===== src/rtl/riscv_pkg.sv =====
// Shared pipeline definitions: hazard controller state encodings and the
// default mul/div timeout.
package riscv_pkg;

    typedef enum logic [1:0] {
        ST_RUN        = 2'd0,
        ST_MD_BUSY    = 2'd1,
        ST_REDIR_WAIT = 2'd2
    } hz_state_t;

    localparam int unsigned MD_TIMEOUT_DEFAULT = 64;

endpackage


===== src/rtl/hazard_detect.sv =====
// Load-use hazard compare between the instruction in ID and a load in EX.
// Purely combinational; x0 as a destination never creates a hazard.
module hazard_detect #(
    parameter int unsigned XLEN_REG = 5
) (
    input  logic [XLEN_REG-1:0] id_rs1,
    input  logic [XLEN_REG-1:0] id_rs2,
    input  logic                id_use_rs1,
    input  logic                id_use_rs2,
    input  logic                ex_memread,
    input  logic [XLEN_REG-1:0] ex_rd,
    output logic                load_use
);

    always_comb begin
        load_use = ex_memread && (ex_rd != '0) &&
                   ((id_use_rs1 && (id_rs1 == ex_rd)) ||
                    (id_use_rs2 && (id_rs2 == ex_rd)));
    end

endmodule


===== src/rtl/pipe_hazard_ctrl.sv =====
// Pipeline stall/flush controller: load-use bubbles, redirect flushes, fetch
// stalls and multi-cycle mul/div freeze with timeout. PIPE_HAZARD_CTRL_PERF_EN adds counters.
module pipe_hazard_ctrl
    import riscv_pkg::*;
#(
    parameter int unsigned MD_TIMEOUT = MD_TIMEOUT_DEFAULT,
    parameter int unsigned XLEN_REG   = 5
) (
    input  logic                clk,
    input  logic                reset_n,
    input  logic [XLEN_REG-1:0] id_rs1,
    input  logic [XLEN_REG-1:0] id_rs2,
    input  logic                id_use_rs1,
    input  logic                id_use_rs2,
    input  logic                ex_memread,
    input  logic [XLEN_REG-1:0] ex_rd,
    input  logic                ex_redirect,
    input  logic                ex_md_start,
    input  logic                md_done,
    input  logic                imem_ready,
    output logic                pc_en,
    output logic                if_id_en,
    output logic                if_id_flush,
    output logic                id_ex_en,
    output logic                id_ex_flush,
    output logic                ex_mem_flush,
    output logic                md_timeout,
    output logic [1:0]          state_o
`ifdef PIPE_HAZARD_CTRL_PERF_EN
    ,
    output logic [31:0]         stall_cnt,
    output logic [31:0]         flush_cnt
`endif
);

    hz_state_t  state, state_nxt;
    logic [7:0] md_cnt;
    logic       load_use;
    logic       md_expire;
    logic       pc_en_c, if_id_en_c, if_id_flush_c;
    logic       id_ex_en_c, id_ex_flush_c, ex_mem_flush_c, md_timeout_c;

    hazard_detect #(.XLEN_REG(XLEN_REG)) u_hazard_detect (
        .id_rs1     (id_rs1),
        .id_rs2     (id_rs2),
        .id_use_rs1 (id_use_rs1),
        .id_use_rs2 (id_use_rs2),
        .ex_memread (ex_memread),
        .ex_rd      (ex_rd),
        .load_use   (load_use)
    );

    assign md_expire = (state == ST_MD_BUSY) && !md_done &&
                       (md_cnt == 8'(MD_TIMEOUT - 1));

    always_ff @(posedge clk or negedge reset_n) begin
        if (!reset_n) begin
            state <= ST_RUN;
        end else begin
            state <= state_nxt;
        end
    end

    always_ff @(posedge clk or negedge reset_n) begin
        if (!reset_n) begin
            md_cnt <= '0;
        end else if (state == ST_RUN && state_nxt == ST_MD_BUSY) begin
            md_cnt <= '0;
        end else if (state == ST_MD_BUSY) begin
            md_cnt <= md_cnt + 8'd1;
        end
    end

    // RUN priority: redirect > mul/div start > load-use > fetch stall
    always_comb begin
        state_nxt      = state;
        pc_en_c        = 1'b1;
        if_id_en_c     = 1'b1;
        if_id_flush_c  = 1'b0;
        id_ex_en_c     = 1'b1;
        id_ex_flush_c  = 1'b0;
        ex_mem_flush_c = 1'b0;
        md_timeout_c   = 1'b0;
        case (state)
            ST_RUN: begin
                if (ex_redirect) begin
                    if_id_flush_c = 1'b1;
                    id_ex_flush_c = 1'b1;
                    if (!imem_ready) state_nxt = ST_REDIR_WAIT;
                end else if (ex_md_start) begin
                    state_nxt = ST_MD_BUSY;
                end else if (load_use) begin
                    pc_en_c       = 1'b0;
                    if_id_en_c    = 1'b0;
                    id_ex_flush_c = 1'b1;
                end else if (!imem_ready) begin
                    pc_en_c       = 1'b0;
                    if_id_flush_c = 1'b1;
                end
            end
            ST_MD_BUSY: begin
                pc_en_c        = 1'b0;
                if_id_en_c     = 1'b0;
                id_ex_en_c     = 1'b0;
                ex_mem_flush_c = 1'b1;
                if (md_done) begin
                    state_nxt = ST_RUN;
                end else if (md_expire) begin
                    md_timeout_c = 1'b1;
                    state_nxt    = ST_RUN;
                end
            end
            ST_REDIR_WAIT: begin
                pc_en_c       = imem_ready;
                if_id_flush_c = !imem_ready;
                id_ex_flush_c = !imem_ready;
                if (imem_ready) state_nxt = ST_RUN;
            end
            default: state_nxt = ST_RUN;
        endcase
    end

    // Reset overrides outputs combinationally so the pipe is held asynchronously
    assign pc_en        = reset_n & pc_en_c;
    assign if_id_en     = reset_n & if_id_en_c;
    assign id_ex_en     = reset_n & id_ex_en_c;
    assign if_id_flush  = !reset_n | if_id_flush_c;
    assign id_ex_flush  = !reset_n | id_ex_flush_c;
    assign ex_mem_flush = !reset_n | ex_mem_flush_c;
    assign md_timeout   = reset_n & md_timeout_c;
    assign state_o      = state;

`ifdef PIPE_HAZARD_CTRL_PERF_EN
    always_ff @(posedge clk or negedge reset_n) begin
        if (!reset_n) begin
            stall_cnt <= '0;
            flush_cnt <= '0;
        end else begin
            if (!pc_en && stall_cnt != '1) stall_cnt <= stall_cnt + 32'd1;
            if (if_id_flush && flush_cnt != '1) flush_cnt <= flush_cnt + 32'd1;
        end
    end
`endif

endmodule


===== config.mk =====
export PLATFORM = sky130hd
export DESIGN_NAME = pipe_hazard_ctrl
export DESIGN_NICKNAME = d
export VERILOG_FILES = /design/src/rtl/riscv_pkg.sv /design/src/rtl/hazard_detect.sv /design/src/rtl/pipe_hazard_ctrl.sv
export SDC_FILE = /design/constraint.sdc
export NUM_CORES = 1
export LEC_CHECK = 0
export CAP_MARGIN = 25
export CORE_ASPECT_RATIO = 1.25
export CORE_MARGIN = 2
export CORE_UTILIZATION = 44
export DETAILED_ROUTE_END_ITERATION = 6
export GPL_TIMING_DRIVEN = 0
export PLACE_DENSITY_LB_ADDON = 0.25
export SETUP_SLACK_MARGIN = 0.3
export SLEW_MARGIN = 20
export SYNTH_ARGS = -nofsm -noshare
export SYNTH_HDL_FRONTEND = slang
export SYNTH_SLANG_ARGS = --single-unit

===== constraint.sdc =====
create_clock -name clk -period 2.52 [get_ports clk]
set_input_delay 0.504 -clock clk [delete_from_list [all_inputs] [get_ports clk]]
set_output_delay 0.504 -clock clk [all_outputs]
set_load 0.05 [all_outputs]

==> results of run 1 <==
-- cells by family after synthesis --
family | share of synthesized area (%)
simple gates | 25.1
compound gates | 22.1
xor+xnor | 12.7
flops | 33.0
buf+inv | 4.13
mux | 1.32
fa+ha+maj | 1.65
-- metal layers --
layer	track usage [%]	up-vias	share of wire (%)
li1	-	431	-
met1	28.0	444	35
met2	46.4	76	52
met3	6.19	14	8.6
met4	18.8	0	4.6
met5	0	-	0
-- state kept, by name, indices dropped and copies added, names as in the netlist --
name and flops:
md_cnt 8, state_o 2
-- synth_stat cells --
cell / instances / share of area [%]
a211oi_1: 1 / 0.99
a22o_1: 1 / 1.2
o22ai_1: 1 / 0.83
o21ai_2: 1 / 1.2
xnor2_1: 10 / 12
inv_1: 3 / 1.5
a21o_1: 1 / 0.99
nor4_1: 4 / 3.3
o31ai_1: 2 / 2.0
clkbuf_1: 2 / 0.99
mux2i_1: 1 / 1.3
and4_1: 1 / 1.2
dfrtp_1: 10 / 33
nor2_1: 9 / 4.5
nor3b_1: 1 / 0.99
or4_1: 1 / 0.99
a41oi_1: 1 / 1.2
ha_1: 1 / 1.6
a21oi_1: 5 / 3.3
nand3_1: 4 / 2.6
nand2_1: 7 / 3.5
xor2_1: 1 / 1.2
o21ai_0: 11 / 7.3
a31oi_1: 2 / 1.6
nand2b_1: 1 / 0.83
o21bai_1: 1 / 0.99
and3_1: 1 / 0.83
nand4_1: 3 / 2.5
buf_4: 1 / 0.99
o21ai_1: 1 / 0.66
and2_1: 2 / 1.6
nor2b_1: 2 / 1.6
nor3_1: 1 / 0.66
buf_2: 1 / 0.66
-- repair_timing --
action	CTS	global route
hold buffers	0	0
gates resized for setup	97	5
endpoints found under the setup margin	7	5
pin swaps	21	4
setup buffers	4	2
-- critical path: cells and delay by family --
kind / cells / cell delay, ns
buffers and inverters: 2 / 0.26
AND/OR/NAND/NOR: 2 / 0.64
AO/OA/AOI/OAI: 2 / 0.40
-- how the worst max path moves through the flow --
stage	startpoint	endpoint	slack (ns)	cells after the start
2_1_floorplan	ex_rd[2]	id_ex_flush	0.30	4
3_3_place_gp	reset_n	pc_en	-0.96	6
3_5_place_dp	reset_n	pc_en	-1.0	6
4_1_cts	ex_rd[4]	if_id_en	0.22	6
5_1_grt	ex_rd[4]	if_id_en	0.16	6
6_report	ex_rd[4]	if_id_en	0.20	6
-- report_power, final --
part	total [mW]	switching [mW]	internal, mW	leakage, nW
registers	0.202	0.0224	0.180	0.134
logic	0.286	0.161	0.125	0.382
clock network	0.154	0.0662	0.0881	0.0210
-- cell type report --
class / instances / area share (%)
multi-input cells: 78 / 47.0
inverters: 3 / 1.12
clock buffers: 4 / 2.71
flip-flops and latches: 10 / 18.8
repair buffers: 38 / 26.9
well taps: 18 / 1.68
plain buffers: 4 / 1.78
-- per-stage QoR --
stage	util [%]	hold WS, ns	setup WS [ns]
final	83.6	0.123	0.196
after global routing	83.6	0.142	0.165
after CTS	81.3	0.131	0.219
after detailed placement	72.6	0.482	-0.997
after global placement	72.6	0.480	-0.959
after floorplan	-	0.208	0.303
==> run_results.csv, run 1 <==
group,metric,value,unit
outcome,status,"finished, final reports clean",
grt,grt_max_degree,15,
place,io_buffers,32,
cells_and_area,syn_to_final_growth,76.6,%
sta,slew_headroom,63.6,%
grt,grt_pass1_wl,3890,um
yosys,synth_nets,120,
critical_path,rrSetupSlack,1.11,ns
power,p_total,642,uW
grt,grt_pass1_vias,932,
floorplan,dieArea,0.00207,mm^2
cells_and_area,seq_area,251,um^2
routing,wl,2580,um
sta,finalSetupTns,0,ns
yosys,netlist_instances,95,
grt,gr-total-overflow,0,
cells_and_area,layout_commonest_cell,"dlygate4sd2_1",
critical_path,critPathKind,"input port to primary output",
clock_network,cts.sinks,10,
sta,fmax,0.430,GHz
place,dpl.cell_count,145,
cells_and_area,fillers,90,
cells_and_area,multi_input_area,629,um^2
yosys,synth.distinct_cells,34,
cells_and_area,fin_nets,163,
power,p_leak,0.537,nW
cells_and_area,layout-drive-gt1-share,32.1,%
critical_path,critPathSlowestCell,"or4_4",
sta,worst_pin_slew,0.542,ns
routing,drtAntennaViolNets,0,
critical_path,crit_fanout,4,
floorplan,die_h,50.4,um
sta,finalHoldViolCount,0,
routing,drcViolationCount,0,
critical_path,start_kind,"input port",
critical_path,slowest_delay,0.54,ns
sta,clock_skew,0.00375,ns
routing,first_pass_iters,4,
sta,fin_crit_sh,92.2,%
clock_network,cts_buffer_depth,2,
cells_and_area,diodes,0,
critical_path,rr_worst_depth,4,
critical_path,crit_arrival,1.82,ns
yosys,ys_warn_count,0,
floorplan,row_count,16,
power,powerDensity,480,mW/mm^2
floorplan,core,0.00160,mm^2
sta,setup_viol,0,
floorplan,die_width,41.1,um
sta,fin_crit,2.32,ns
routing,wl_per_cell,16.7,um
routing,num_vias,965,
sta,maxSlewViolCount,0,
clock_network,numCtsBuffers,3,
yosys,syn_area_per_cell,7.98,um^2
critical_path,cp_cell_sequence,"buf_8, or4_4, o21ai_4, nor4_4, a21oi_4, buf_6",
run,drv_cap,0,
power,max-vdd-ir-drop,344,uV
grt,antenna_found_initial,0,
routing,drt_first_iter_violations,26,
critical_path,r2r_end,"md_cnt[5]",
clock_network,cts-root-buf,"clkbuf_4",
place,dpl.hpwl,1520,um
cells_and_area,fin_cells,155,
sta,rsz0062_at_grt,"true",
cells_and_area,layout_common_cells,"13 x dlygate4sd2_1, 11 x o21ai_0, 10 x xnor2_1",
clock_network,htreeDepth,1,
floorplan,start_util,47.3,%
yosys,yosysSeqAreaShare,33.0,%
yosys,syn_area,758,um^2
critical_path,endpoint_kind,"primary output",
place,place.gp.congestion,0.770,
yosys,ys_ff_latch,10,
cells_and_area,postLayoutCellArea,0.00134,mm^2
clock_network,cts_tree,"done",
critical_path,r2r_start,"state_o[0]",
routing,vias_per_cell,6.23,
critical_path,cp.required,2.02,ns
min_path,hold_class,"input port to asynchronous set/reset pin",
clock_network,clk_latency,0.28,ns
clock_network,path_clk_slew,0.07,ns
floorplan,io_pins,33,
place,place_area,0.00116,mm^2
grt,grt_usage,27.7,%
(Power assumes the default switching activity.)
==> run 2: changes to the inputs <==
--- a/config.mk
+++ b/config.mk
@@ -9,8 +9,9 @@
 export CORE_ASPECT_RATIO = 1.25
 export CORE_MARGIN = 2
 export CORE_UTILIZATION = 44
+export CTS_CLUSTER_SIZE = 14
 export DETAILED_ROUTE_END_ITERATION = 6
-export GPL_TIMING_DRIVEN = 0
+export GPL_TIMING_DRIVEN = 1
 export PLACE_DENSITY_LB_ADDON = 0.25
 export SETUP_SLACK_MARGIN = 0.3
 export SLEW_MARGIN = 20
==> run_results.csv, run 2 (synthesis gave the netlist of run 1 again) <==
group,metric,value,unit
clock_network,numCtsBuffers,3,
power,p_sw_share,37.9,%
clock_network,cts-root-buf,"clkbuf_4",
clock_network,clk_latency,0.26,ns
place,dpl.cell_count,148,
critical_path,critPathKind,"input port to primary output",
sta,worst_pin_slew,0.598,ns
cells_and_area,largest_reg_flops,8,
sta,finalSetupTns,0,ns
routing,num_vias,933,
floorplan,dieArea,0.00207,mm^2
sta,fin_crit,2.33,ns
floorplan,io_pins,33,
critical_path,crit_fanout,4,
sta,rsz0062_at_grt,"true",
sta,setup_viol,0,
routing,drt_first_iter_violations,36,
routing,drtAntennaViolNets,0,
routing,drcViolationCount,0,
critical_path,start_kind,"input port",
sta,slew_headroom,59.8,%
floorplan,core,0.00160,mm^2
clock_network,cts_buffer_depth,2,
grt,gr-total-overflow,0,
grt,grt_usage,27.6,%
place,place.gp.congestion,0.851,
cells_and_area,fin_cells,153,
cells_and_area,layout_commonest_cell,"dlygate4sd2_1",
cells_and_area,layout-drive-gt1-share,30.4,%
critical_path,crit_arrival,1.83,ns
sta,whs,0.506,ns
place,io_buffers,32,
sta,clock_skew,0.00693,ns
sta,maxSlewViolCount,0,
cells_and_area,syn_to_final_growth,77.6,%
routing,wl_per_cell,16.1,um
floorplan,start_util,47.3,%
min_path,hold_class,"flip-flop to flip-flop",
power,p_sw,230,uW
power,comb_power_share,46.9,%
power,p_int,377,uW
power,powerDensity,451,mW/mm^2
clock_network,cts.sinks,10,
floorplan,die_h,50.4,um
grt,grt_pass1_vias,960,
routing,wl,2470,um
grt,grt_max_degree,14,
place,dpl.hpwl,1720,um
cells_and_area,fillers,90,
run,drv_cap,0,
cells_and_area,fin_nets,161,
critical_path,cp.required,2.02,ns
power,max-vdd-ir-drop,252,uV
routing,first_pass_iters,5,
power,seqPwrFrac,34.2,%
cells_and_area,diodes,0,
floorplan,die_width,41.1,um
floorplan,row_count,16,
critical_path,endpoint_kind,"primary output",
power,p_leak,0.551,nW
power,clockPowerShare,18.9,%
grt,antenna_found_initial,0,
routing,vias_per_cell,6.10,
grt,grt_pass1_wl,3950,um
sta,finalHoldViolCount,0,
sta,fmax,0.429,GHz
clock_network,cts_tree,"done",
cells_and_area,max_flop_register,"md_cnt",
cells_and_area,utilization,84.1,%
clock_network,path_clk_slew,0.06,ns
outcome,status,"finished, final reports clean",
sta,fin_crit_sh,92.5,%
cells_and_area,layout_common_cells,"13 x dlygate4sd2_1, 11 x o21ai_0",
clock_network,htreeDepth,1,
[run 2: changes by cell type in the layout (fill, tap and decap cells not counted), moves of 2 or more]
cell             before  now
clkdlybuf4s15_2       2    0
xnor2_2               0    2
buf_12                0    7
xnor2_1              10    8
buf_4                 5    7
buf_6                 9    2
[run 2: metrics by stage]
stage | power [mW] | area [um^2] | worst slack, ns
floorplan | 0.342 | 820 | 0.303
global placement | 0.461 | 1260 | -0.0937
detailed placement | 0.468 | 1260 | -0.117
CTS | 0.593 | 1330 | 0.221
global route | 0.635 | 1350 | 0.152
finish | 0.607 | 1350 | 0.190
[run 2: worst paths after layout]
check,start,endpoint,cells past startpoint,slack (ns)
max in group asynchronous,reset_n,state_o[1],2,1.77
setup / recovery,ex_rd[4],id_ex_flush,6,0.19
setup reg to reg,state_o[0],md_cnt[5],3,1.04
min in group asynchronous,reset_n,md_cnt[3],2,0.59
hold / removal,md_cnt[7],md_cnt[7],1,0.51
hold reg to reg,md_cnt[7],md_cnt[7],1,0.51
[run 2: power groups by stage]
| stage | Sequential (mW) | Combinational [mW] | Clock [mW] |
|---|---|---|---|
| 6_report | 0.207 | 0.285 | 0.115 |
| 5_1_grt | 0.208 | 0.299 | 0.127 |
| 4_1_cts | 0.204 | 0.270 | 0.119 |
| 3_5_place_dp | 0.205 | 0.264 | 0 |
| 3_3_place_gp | 0.204 | 0.257 | 0 |
| 2_1_floorplan | 0.206 | 0.136 | 0 |
[run 2: routing by layer]
metal  routed length (um)  part of all wire (%)  vias to the layer above  track usage (%)
met4                   87                   3.5                        0             10.8
met3                  168                   6.8                       12             3.98
met2                 1320                    53                       61             49.5
met5                    0                     0                        -                0
met1                  898                    36                      434             30.0
li1                     -                     -                      426                -
[run 2: repair_timing]
action | 4_1_cts | 5_1_grt
endpoints found under the setup margin | 5 | 8
resized for setup | 40 | 3
pin swaps | 19 | 6
hold buffers | 0 | 0
setup buffers | 0 | 1
[run 2: final cells by class]
class                   count  area [um^2]  share of cell area, %
clock buffers               4         26.3                   1.95
repair buffers             40          429                   31.9
multi-input cells          78          601                   44.6
inverters                   3         15.0                   1.12
flip-flops and latches     10          253                   18.8
well taps                  18         22.5                   1.67
[run 2: worst max-delay path, stage by stage]
cell	delay [ns]
buf_6	0.09
or4_4	0.54
o21ai_4	0.23
nor4_2	0.09
a21o_1	0.22
buf_12	0.15
